`src/rtl/apb_reg_bank.sv`:
```
// APB register bank for the CatRecognizer core: config registers, start pulse,
// pixel-memory write stream, and sticky status/result capture for readback.
module apb_reg_bank #(
    parameter int unsigned AMBA_WORD       = 32,
    parameter int unsigned AMBA_ADDR_WIDTH = 16,
    parameter int unsigned PIX_ADDR_WIDTH  = 12
) (
    input  logic                       pclock,
    input  logic                       rst,
    input  logic                       enable,
    input  logic                       psel,
    input  logic                       pwrite,
    input  logic [AMBA_ADDR_WIDTH-1:0] paddr,
    input  logic [AMBA_WORD-1:0]       pwdata,
    output logic [AMBA_WORD-1:0]       prdata,
    output logic                       perr,
    input  logic                       core_busy,
    input  logic                       core_done,
    input  logic                       core_result,
    output logic                       start,
    output logic [7:0]                 bias,
    output logic [15:0]                thresh,
    output logic                       pix_we,
    output logic [PIX_ADDR_WIDTH-1:0]  pix_addr,
    output logic [7:0]                 pix_data
);

    localparam logic [7:0] OFF_CTRL     = 8'h00;
    localparam logic [7:0] OFF_STATUS   = 8'h04;
    localparam logic [7:0] OFF_BIAS     = 8'h08;
    localparam logic [7:0] OFF_THRESH   = 8'h0C;
    localparam logic [7:0] OFF_RESULT   = 8'h10;
    localparam logic [7:0] OFF_PIX_PTR  = 8'h14;
    localparam logic [7:0] OFF_PIX_DATA = 8'h18;

    logic [AMBA_WORD-1:0]      prdata_q,   prdata_d;
    logic                      perr_q,     perr_d;
    logic                      start_q,    start_d;
    logic [7:0]                bias_q,     bias_d;
    logic [15:0]               thresh_q,   thresh_d;
    logic                      pix_we_q,   pix_we_d;
    logic [PIX_ADDR_WIDTH-1:0] pix_addr_q, pix_addr_d;
    logic [7:0]                pix_data_q, pix_data_d;
    logic                      done_q,     done_d;
    logic                      result_q,   result_d;

    logic                 acc;
    logic [7:0]           offset;
    logic                 upper_ok;
    logic                 wr_legal;
    logic                 rd_legal;
    logic                 busy_locked;
    logic                 reject;
    logic [AMBA_WORD-1:0] rd_val;

    // Write data above the widest field is deliberately ignored.
    logic unused_pwdata;
    assign unused_pwdata = ^pwdata[AMBA_WORD-1:16];

    assign acc      = enable & psel;
    assign offset   = paddr[7:0];
    assign upper_ok = ~|paddr[AMBA_ADDR_WIDTH-1:8];

    // Address decode: legality per direction, busy lockout, and read mux.
    always_comb begin
        wr_legal    = 1'b0;
        rd_legal    = 1'b0;
        busy_locked = 1'b0;
        rd_val      = '0;
        case (offset)
            OFF_CTRL: begin
                wr_legal    = 1'b1;
                busy_locked = 1'b1;
            end
            OFF_STATUS: begin
                rd_legal = 1'b1;
                rd_val   = AMBA_WORD'({done_q, core_busy});
            end
            OFF_BIAS: begin
                wr_legal    = 1'b1;
                rd_legal    = 1'b1;
                busy_locked = 1'b1;
                rd_val      = AMBA_WORD'(bias_q);
            end
            OFF_THRESH: begin
                wr_legal    = 1'b1;
                rd_legal    = 1'b1;
                busy_locked = 1'b1;
                rd_val      = AMBA_WORD'(thresh_q);
            end
            OFF_RESULT: begin
                rd_legal = 1'b1;
                rd_val   = AMBA_WORD'(result_q);
            end
            OFF_PIX_PTR: begin
                wr_legal    = 1'b1;
                rd_legal    = 1'b1;
                busy_locked = 1'b1;
                rd_val      = AMBA_WORD'(pix_addr_q);
            end
            OFF_PIX_DATA: begin
                wr_legal    = 1'b1;
                busy_locked = 1'b1;
            end
            default: ;
        endcase
        reject = ~upper_ok |
                 (pwrite ? (~wr_legal | (busy_locked & core_busy)) : ~rd_legal);
    end

    // Next-state: pulse clearing, pointer advance, access commit, done capture.
    always_comb begin
        prdata_d   = prdata_q;
        perr_d     = 1'b0;
        start_d    = 1'b0;
        bias_d     = bias_q;
        thresh_d   = thresh_q;
        pix_we_d   = 1'b0;
        pix_addr_d = pix_we_q ? pix_addr_q + PIX_ADDR_WIDTH'(1) : pix_addr_q;
        pix_data_d = pix_data_q;
        done_d     = done_q;
        result_d   = result_q;

        if (acc) begin
            if (reject) begin
                perr_d = 1'b1;
                if (!pwrite) begin
                    prdata_d = '0;
                end
            end else if (pwrite) begin
                case (offset)
                    OFF_CTRL:     start_d    = pwdata[0];
                    OFF_BIAS:     bias_d     = pwdata[7:0];
                    OFF_THRESH:   thresh_d   = pwdata[15:0];
                    OFF_PIX_PTR:  pix_addr_d = pwdata[PIX_ADDR_WIDTH-1:0];
                    OFF_PIX_DATA: begin
                        pix_data_d = pwdata[7:0];
                        pix_we_d   = 1'b1;
                    end
                    default: ;
                endcase
            end else begin
                prdata_d = rd_val;
                if (offset == OFF_STATUS) begin
                    done_d = 1'b0;
                end
            end
        end

        // A completion coinciding with a STATUS read stays pending.
        if (core_done) begin
            done_d   = 1'b1;
            result_d = core_result;
        end
    end

    // State register with synchronous reset.
    always_ff @(posedge pclock) begin
        if (rst) begin
            prdata_q   <= '0;
            perr_q     <= 1'b0;
            start_q    <= 1'b0;
            bias_q     <= '0;
            thresh_q   <= '0;
            pix_we_q   <= 1'b0;
            pix_addr_q <= '0;
            pix_data_q <= '0;
            done_q     <= 1'b0;
            result_q   <= 1'b0;
        end else begin
            prdata_q   <= prdata_d;
            perr_q     <= perr_d;
            start_q    <= start_d;
            bias_q     <= bias_d;
            thresh_q   <= thresh_d;
            pix_we_q   <= pix_we_d;
            pix_addr_q <= pix_addr_d;
            pix_data_q <= pix_data_d;
            done_q     <= done_d;
            result_q   <= result_d;
        end
    end

    assign prdata   = prdata_q;
    assign perr     = perr_q;
    assign start    = start_q;
    assign bias     = bias_q;
    assign thresh   = thresh_q;
    assign pix_we   = pix_we_q;
    assign pix_addr = pix_addr_q;
    assign pix_data = pix_data_q;

endmodule

```
`config.mk`:
```
export PLATFORM = sky130hd
export DESIGN_NAME = apb_reg_bank
export DESIGN_NICKNAME = d
export VERILOG_FILES = /design/src/rtl/apb_reg_bank.sv
export SDC_FILE = /design/constraint.sdc
export NUM_CORES = 1
export LEC_CHECK = 0
export CORE_MARGIN = 2
export CORE_UTILIZATION = 41
export DETAILED_ROUTE_END_ITERATION = 12
export HOLD_SLACK_MARGIN = 0.06
export MAX_ROUTING_LAYER = met4
export PLACE_DENSITY_LB_ADDON = 0.15
export SETUP_SLACK_MARGIN = 0.15
export SYNTH_ARGS = -nofsm -noshare
export SYNTH_HDL_FRONTEND = slang
export SYNTH_SLANG_ARGS = --single-unit
```
`constraint.sdc`:
```
create_clock -name pclock -period 2.9 [get_ports pclock]
set_input_delay 0.435 -clock pclock [delete_from_list [all_inputs] [get_ports pclock]]
set_output_delay 0.435 -clock pclock [all_outputs]
set_load 0.005 [all_outputs]
```
# Word-level counts from Yosys, hierarchy flattened
# Index checks and enable logic that the tools add are counted.
# Widths: inputs -> output; s select.
dict set report totals {
  ff_bits 81
  input_bits 56
}
dict set report classes {
  n_addsub 1
  n_eq_ne 8
  mux 19
  bitwise_logic 10
  n_reduce_logical 14
}
# operator n
set ops {}
lappend ops {{$mux 32} 3}
lappend ops {{$pmux 16 s5} 1}
lappend ops {{$mux 12} 5}
lappend ops {{$eq 8x5->1 const B} 3}
lappend ops {{$eq 8x4->1 const B} 2}
lappend ops {{$reduce_and 4->1} 4}
lappend ops {{$reduce_or 5->1} 3}
lappend ops {{$add 12x1->12 const B} 1}
lappend ops {{$mux 1} 10}
lappend ops {{$eq 8x3->1 const B} 1}
lappend ops {{$logic_not 8->1} 1}
lappend ops {{$reduce_or 8->1} 1}
lappend ops {{$not 1->1} 6}
lappend ops {{$reduce_bool 2->1} 2}
lappend ops {{$reduce_or 4->1} 1}
lappend ops {{$and 1x1->1} 2}
lappend ops {{$ne 2x1->1 const B} 1}
lappend ops {{$ne 2x2->1 const B} 1}
lappend ops {{$or 1x1->1} 2}
lappend ops {{$reduce_and 2->1} 1}
lappend ops {{$reduce_or 2->1} 1}

# Logic depth before layout (Yosys ltp)
dict set report depth {
  depth_word 10
  ltp_mapped 7
  mapped_depth_nobuf 5
}

# Worst setup path before layout
# Ideal clock, no wire load.
dict set report synth_path {
  path_kind {input to register}
  start {in paddr[9]}
  end {reg bias_q[1] (netlist: bias[1])}
  arrival_time_ps 2040
  required_time_ps 2768
  setup_slack_ps 728
  path_stages 7
  cell_sequence {or4_1 buf_2 or4_4 buf_6 buf_8 o21ai_1 a21oi_1}
}
dict set report synth_via {
  elab_chain_cells 4
}
# element line
set synth_lines {}
lappend synth_lines {{from (decl)} 13} ;# input logic [AMBA_ADDR_WIDTH-1:0] paddr,
lappend synth_lines {{$reduce_or 8->1} 62} ;# assign upper_ok = ~|paddr[AMBA_ADDR_WIDTH-1:8];
lappend synth_lines {{$or 1x1->1} 107} ;# reject = ~upper_ok |
lappend synth_lines {{$not 1->1 (no source line)} n/a}
lappend synth_lines {{$reduce_and 4->1 (no source line)} n/a}
lappend synth_lines {{to (signal assigned)} 174} ;# bias_q <= bias_d;
lappend synth_lines {{to (decl)} 39} ;# logic [7:0] bias_q, bias_d;
# No other way between the ends.
# A chain may end at the register's enable or synchronous reset.

# Worst setup path after layout
dict set report layout_path {
  start {in paddr[9]}
  end {reg pix_data_q[2] (netlist: pix_data[2])}
}
dict set report layout_via {
  elab_chain_cells 4
}
# element line
set layout_lines {}
lappend layout_lines {{$reduce_or 8->1} 62}
lappend layout_lines {{$or 1x1->1} 107}
lappend layout_lines {{$not 1->1 (no source line)} n/a}
lappend layout_lines {{$reduce_and 4->1 (no source line)} n/a}
lappend layout_lines {{to (signal assigned)} 178} ;# pix_data_q <= pix_data_d;
lappend layout_lines {{to (decl)} 43} ;# logic [7:0] pix_data_q, pix_data_d;
# No other way between the ends.

==> impl_summary.log <==
INFO  metric critPathSlowestCell = or4_4
INFO  metric achievable-frequency = 428 MHz
INFO  metric dp.final_hpwl = 7.16 mm
INFO  metric die_width = 92.3 microns
INFO  metric clock_tree.htree_level_count = 3
INFO  metric finish.cell_count_without_fillers = 579
INFO  metric p_per_area = 412 mW/mm^2
INFO  metric cts_post_setup_buffers_inserted = 0
INFO  metric drt_first_pass_iters = 6
INFO  metric synthXorXnorAreaFrac = 3.29%
INFO  metric clock-skew-final = 9.62 ps
INFO  metric synth_edf_count = 0
INFO  metric layout.nets = 529
INFO  metric floorplan.initialDensity = 41.8%
INFO  metric post_route_hold_slack = 457 ps
INFO  metric crit_path_cell_trace = clkdlybuf4s50_1 > or4_1 > buf_4 > or4_4 > o21ai_0 > a21oi_1
INFO  metric drt_wl_total = 9.78 mm
INFO  metric synth.avg_cell_area = 8.54 sq um
INFO  metric status = completed
INFO  metric critical_path_arrival = 2560 ps
INFO  metric die-area = 0.00851 sq mm
INFO  metric multi_input_area = 0.00167 sq mm
INFO  metric worst_skew_pair_later_pin_latency = 340 ps
INFO  metric gr-total-overflow = 0
INFO  metric synth_top_cell_area_share = 40.8%
INFO  metric numPlacedInstances = 563
INFO  metric critPathMaxFanout = 16
INFO  metric synth_simple_gate_area_share = 21.6%
INFO  metric grt_setup_unrepaired = no
INFO  metric drt.antenna.violating_nets = 0
INFO  metric post-place-ws = 205 ps
INFO  metric ctsResizeCount = 0
INFO  metric period_utilization_post_route = 80.6%
INFO  metric clk_path_buf_depth = 2
INFO  metric core.rowCount = 32
INFO  metric proportion_of_layout_cells_with_a_drive_suffix_above_1 = 11.1%
INFO  metric synth.lib_cells_used.distinct = 49
INFO  metric detailroute.via_count = 3278
INFO  metric synth-seq-cells = 65
INFO  metric final-setup-viol-count = 0
INFO  metric critical_path.max_stage_delay = 630 ps
INFO  metric port_bufs = 102
INFO  metric die_height = 92.3 microns
INFO  metric period_minus_slack = 2340 ps
INFO  metric reg2reg_setup_slack = 1390 ps
INFO  metric ios = 135
INFO  metric post_synth_fa_ha_maj_area_fraction = 0.392%
INFO  metric hp-class = flip-flop to flip-flop
INFO  metric core-area = 0.00765 sq mm
INFO  metric grt_max_degree = 34
INFO  metric timing.critical_path.to_type = flip-flop
INFO  metric detail_route.vias_per_cell = 5.66
INFO  metric critical_path_required = 3120 ps
INFO  metric finalHoldViolCount = 0
INFO  metric avgRoutedWirePerCell = 16.9 microns
INFO  metric max-cap-violations = 0
INFO  metric synth_cells = 374
INFO  metric synth-compound-area-share = 21.4%
INFO  metric top_cells_by_area_in_the_synthesized_netlist = dfxtp_1 (41%), a21oi_1 (5.6%), nand3_1 (5.6%), buf_4 (3.8%), nor3_1 (3.3%)
INFO  metric cts_num_sinks = 65
INFO  metric tritoncts = yes
INFO  metric worst_case_headroom_to_the_max_slew_limit = 59.0%
INFO  metric via_count_of_the_first_global_routing_pass = 3155
INFO  metric synth_sequential_area_ratio = 40.8%
INFO  metric aggregate_negative_setup_slack = 0 ps
INFO  metric max-vdd-ir-drop = 0.258 mV
INFO  metric syn_area = 0.00319 sq mm
INFO  metric area_growth = 40.4%
INFO  metric startpoint_type = primary input
INFO  metric muxShareOfSynthArea = 3.76%
INFO  metric grt_antenna_before_repair = 0
INFO  metric synthArstFlopShare = 0%
INFO  metric hold_buffers = 0
INFO  metric synth_top_flop_cell = dfxtp_1
INFO  metric synth_top_family_by_area = simple AND/OR/NAND/NOR gates
INFO  metric fillers = 689
INFO  metric drt_drc_violations_left = 0
INFO  metric maxSlewViolCount = 0
INFO  metric p_leak = 1.46 nW
INFO  metric worst_slew_pin_tran = 616 ps
INFO  metric grt_pass1_wl = 15.8 mm
INFO  metric number_of_buffers_added_by_the_clock_tree_synthesis_step = 9
INFO  metric synth_top_cell_by_area = dfxtp_1
INFO  metric routabilityCongestion = 0.905
INFO  metric utilization_of_the_core_after_routing = 58.6%
INFO  metric num_antenna_cells = 0
INFO  metric initialDrtViolationCount = 203
INFO  metric cts.clk_slew.worst_paths = 80 ps
INFO  metric crit_type = primary input to flip-flop
INFO  metric grtUsageTotal = 24.2%
INFO  metric sequential_cell_area = 0.00130 sq mm
INFO  metric clock_tree.root_cell = clkbuf_8
INFO  metric yosys_warnings = 0
INFO  metric post-route-worst-setup-slack = 564 ps
## report_power, final
group / switching (W) / leakage, nW / total, W / internal [W]
Sequential: 0.00000128 / 0.524 / 0.000895 / 0.000894
Clock: 0.000366 / 0.102 / 0.000814 / 0.000448
Combinational: 0.0000701 / 0.832 / 0.000137 / 0.0000673
## through the flow
| step | power, W | cell area, sq um |
|---|---|---|
| 6_report | 0.00185 | 4480 |
| 5_1_grt | 0.00192 | 4480 |
| 4_1_cts | 0.00186 | 4480 |
| 3_5_place_dp | 0.00105 | 4270 |
| 3_3_place_gp | 0.00105 | 4270 |
| 2_1_floorplan | 0.000986 | 3250 |
## cell type report
type	instances	area share [%]
multi-input combinational	274	37.2
sequential	65	29.0
timing repair buffer	120	25.9
clock buffer	11	3.38
tap	102	2.85
clock inverter	5	1.40
inverter	2	0.167
## critical path, delay by kind of cell
family	cells	cell delay, ps
buf+inv	2	580
simple gates	2	1230
compound gates	2	310
## synthesized netlist by cell type, types with 3 or more instances
master and n:
nor2_1 15, a22oi_1 4, a211oi_1 12, a21oi_1 36, a32o_1 7, o21ai_0 20
nand2_1 17, xnor2_1 6, mux2i_1 3, nand3b_1 4, nand3_1 36, mux2_2 8
xor2_1 6, nor3_1 21, clkbuf_1 18, dfxtp_1 65, buf_2 9, nand4_1 3
buf_1 3, and3_1 3, buf_4 16, a32oi_1 10, o21ai_1 17, and4_1 3
## layer usage
metal | global-route usage, % | vias up | wire [microns]
met5 | - | - | 0
met4 | 9.70 | 0 | 298
met3 | 4.68 | 25 | 527
met2 | 38.6 | 137 | 4690
met1 | 30.4 | 1559 | 4250
li1 | - | 1557 | -
## sequential cells by signal (all words and copies together), names as in the netlist
| signal | cells |
|---|---|
| perr | 1 |
| pix_data | 8 |
| pix_we | 1 |
| done_q | 1 |
| start | 1 |
| result_q | 1 |
| pix_addr | 12 |
| thresh | 16 |
| bias | 8 |
| prdata | 16 |
## layout by cell type, fill, tap and decap left out, drive strengths merged, types with 4 or more instances in the layout
cell,n
clkdlybuf4s50,101
dfxtp,65
o21ai,37
a21oi,36
nand3,36
nor3,22
buf,19
nand2,17
conb,16
nor2,15
a211oi,12
clkbuf,11
a32oi,10
mux2,8
a32o,7
xor2,6
xnor2,6
nand3b,4
a22oi,4
## cells by family (layout without fill, tap and decap cells)
group / count (synthesis) / in the layout
and+or+nand+nor: 123 / 123
xor gates and xnor gates: 12 / 12
AOI/OAI and AO/OA: 111 / 111
buffers and inverters: 50 / 138
other: 1 / 16
DFF: 65 / 65
adders and majority gates: 1 / 1
muxes: 11 / 11
## path summary, 6_finish.rpt
path | endpoint | cells past startpoint | startpoint
setup / recovery | pix_data[2] | 6 | paddr[9]
hold / removal | prdata[8] | 2 | prdata[8]
setup reg to reg | pix_addr[10] | 5 | pix_addr[0]
hold reg to reg | prdata[8] | 2 | prdata[8]
(Power assumes the default switching activity.)
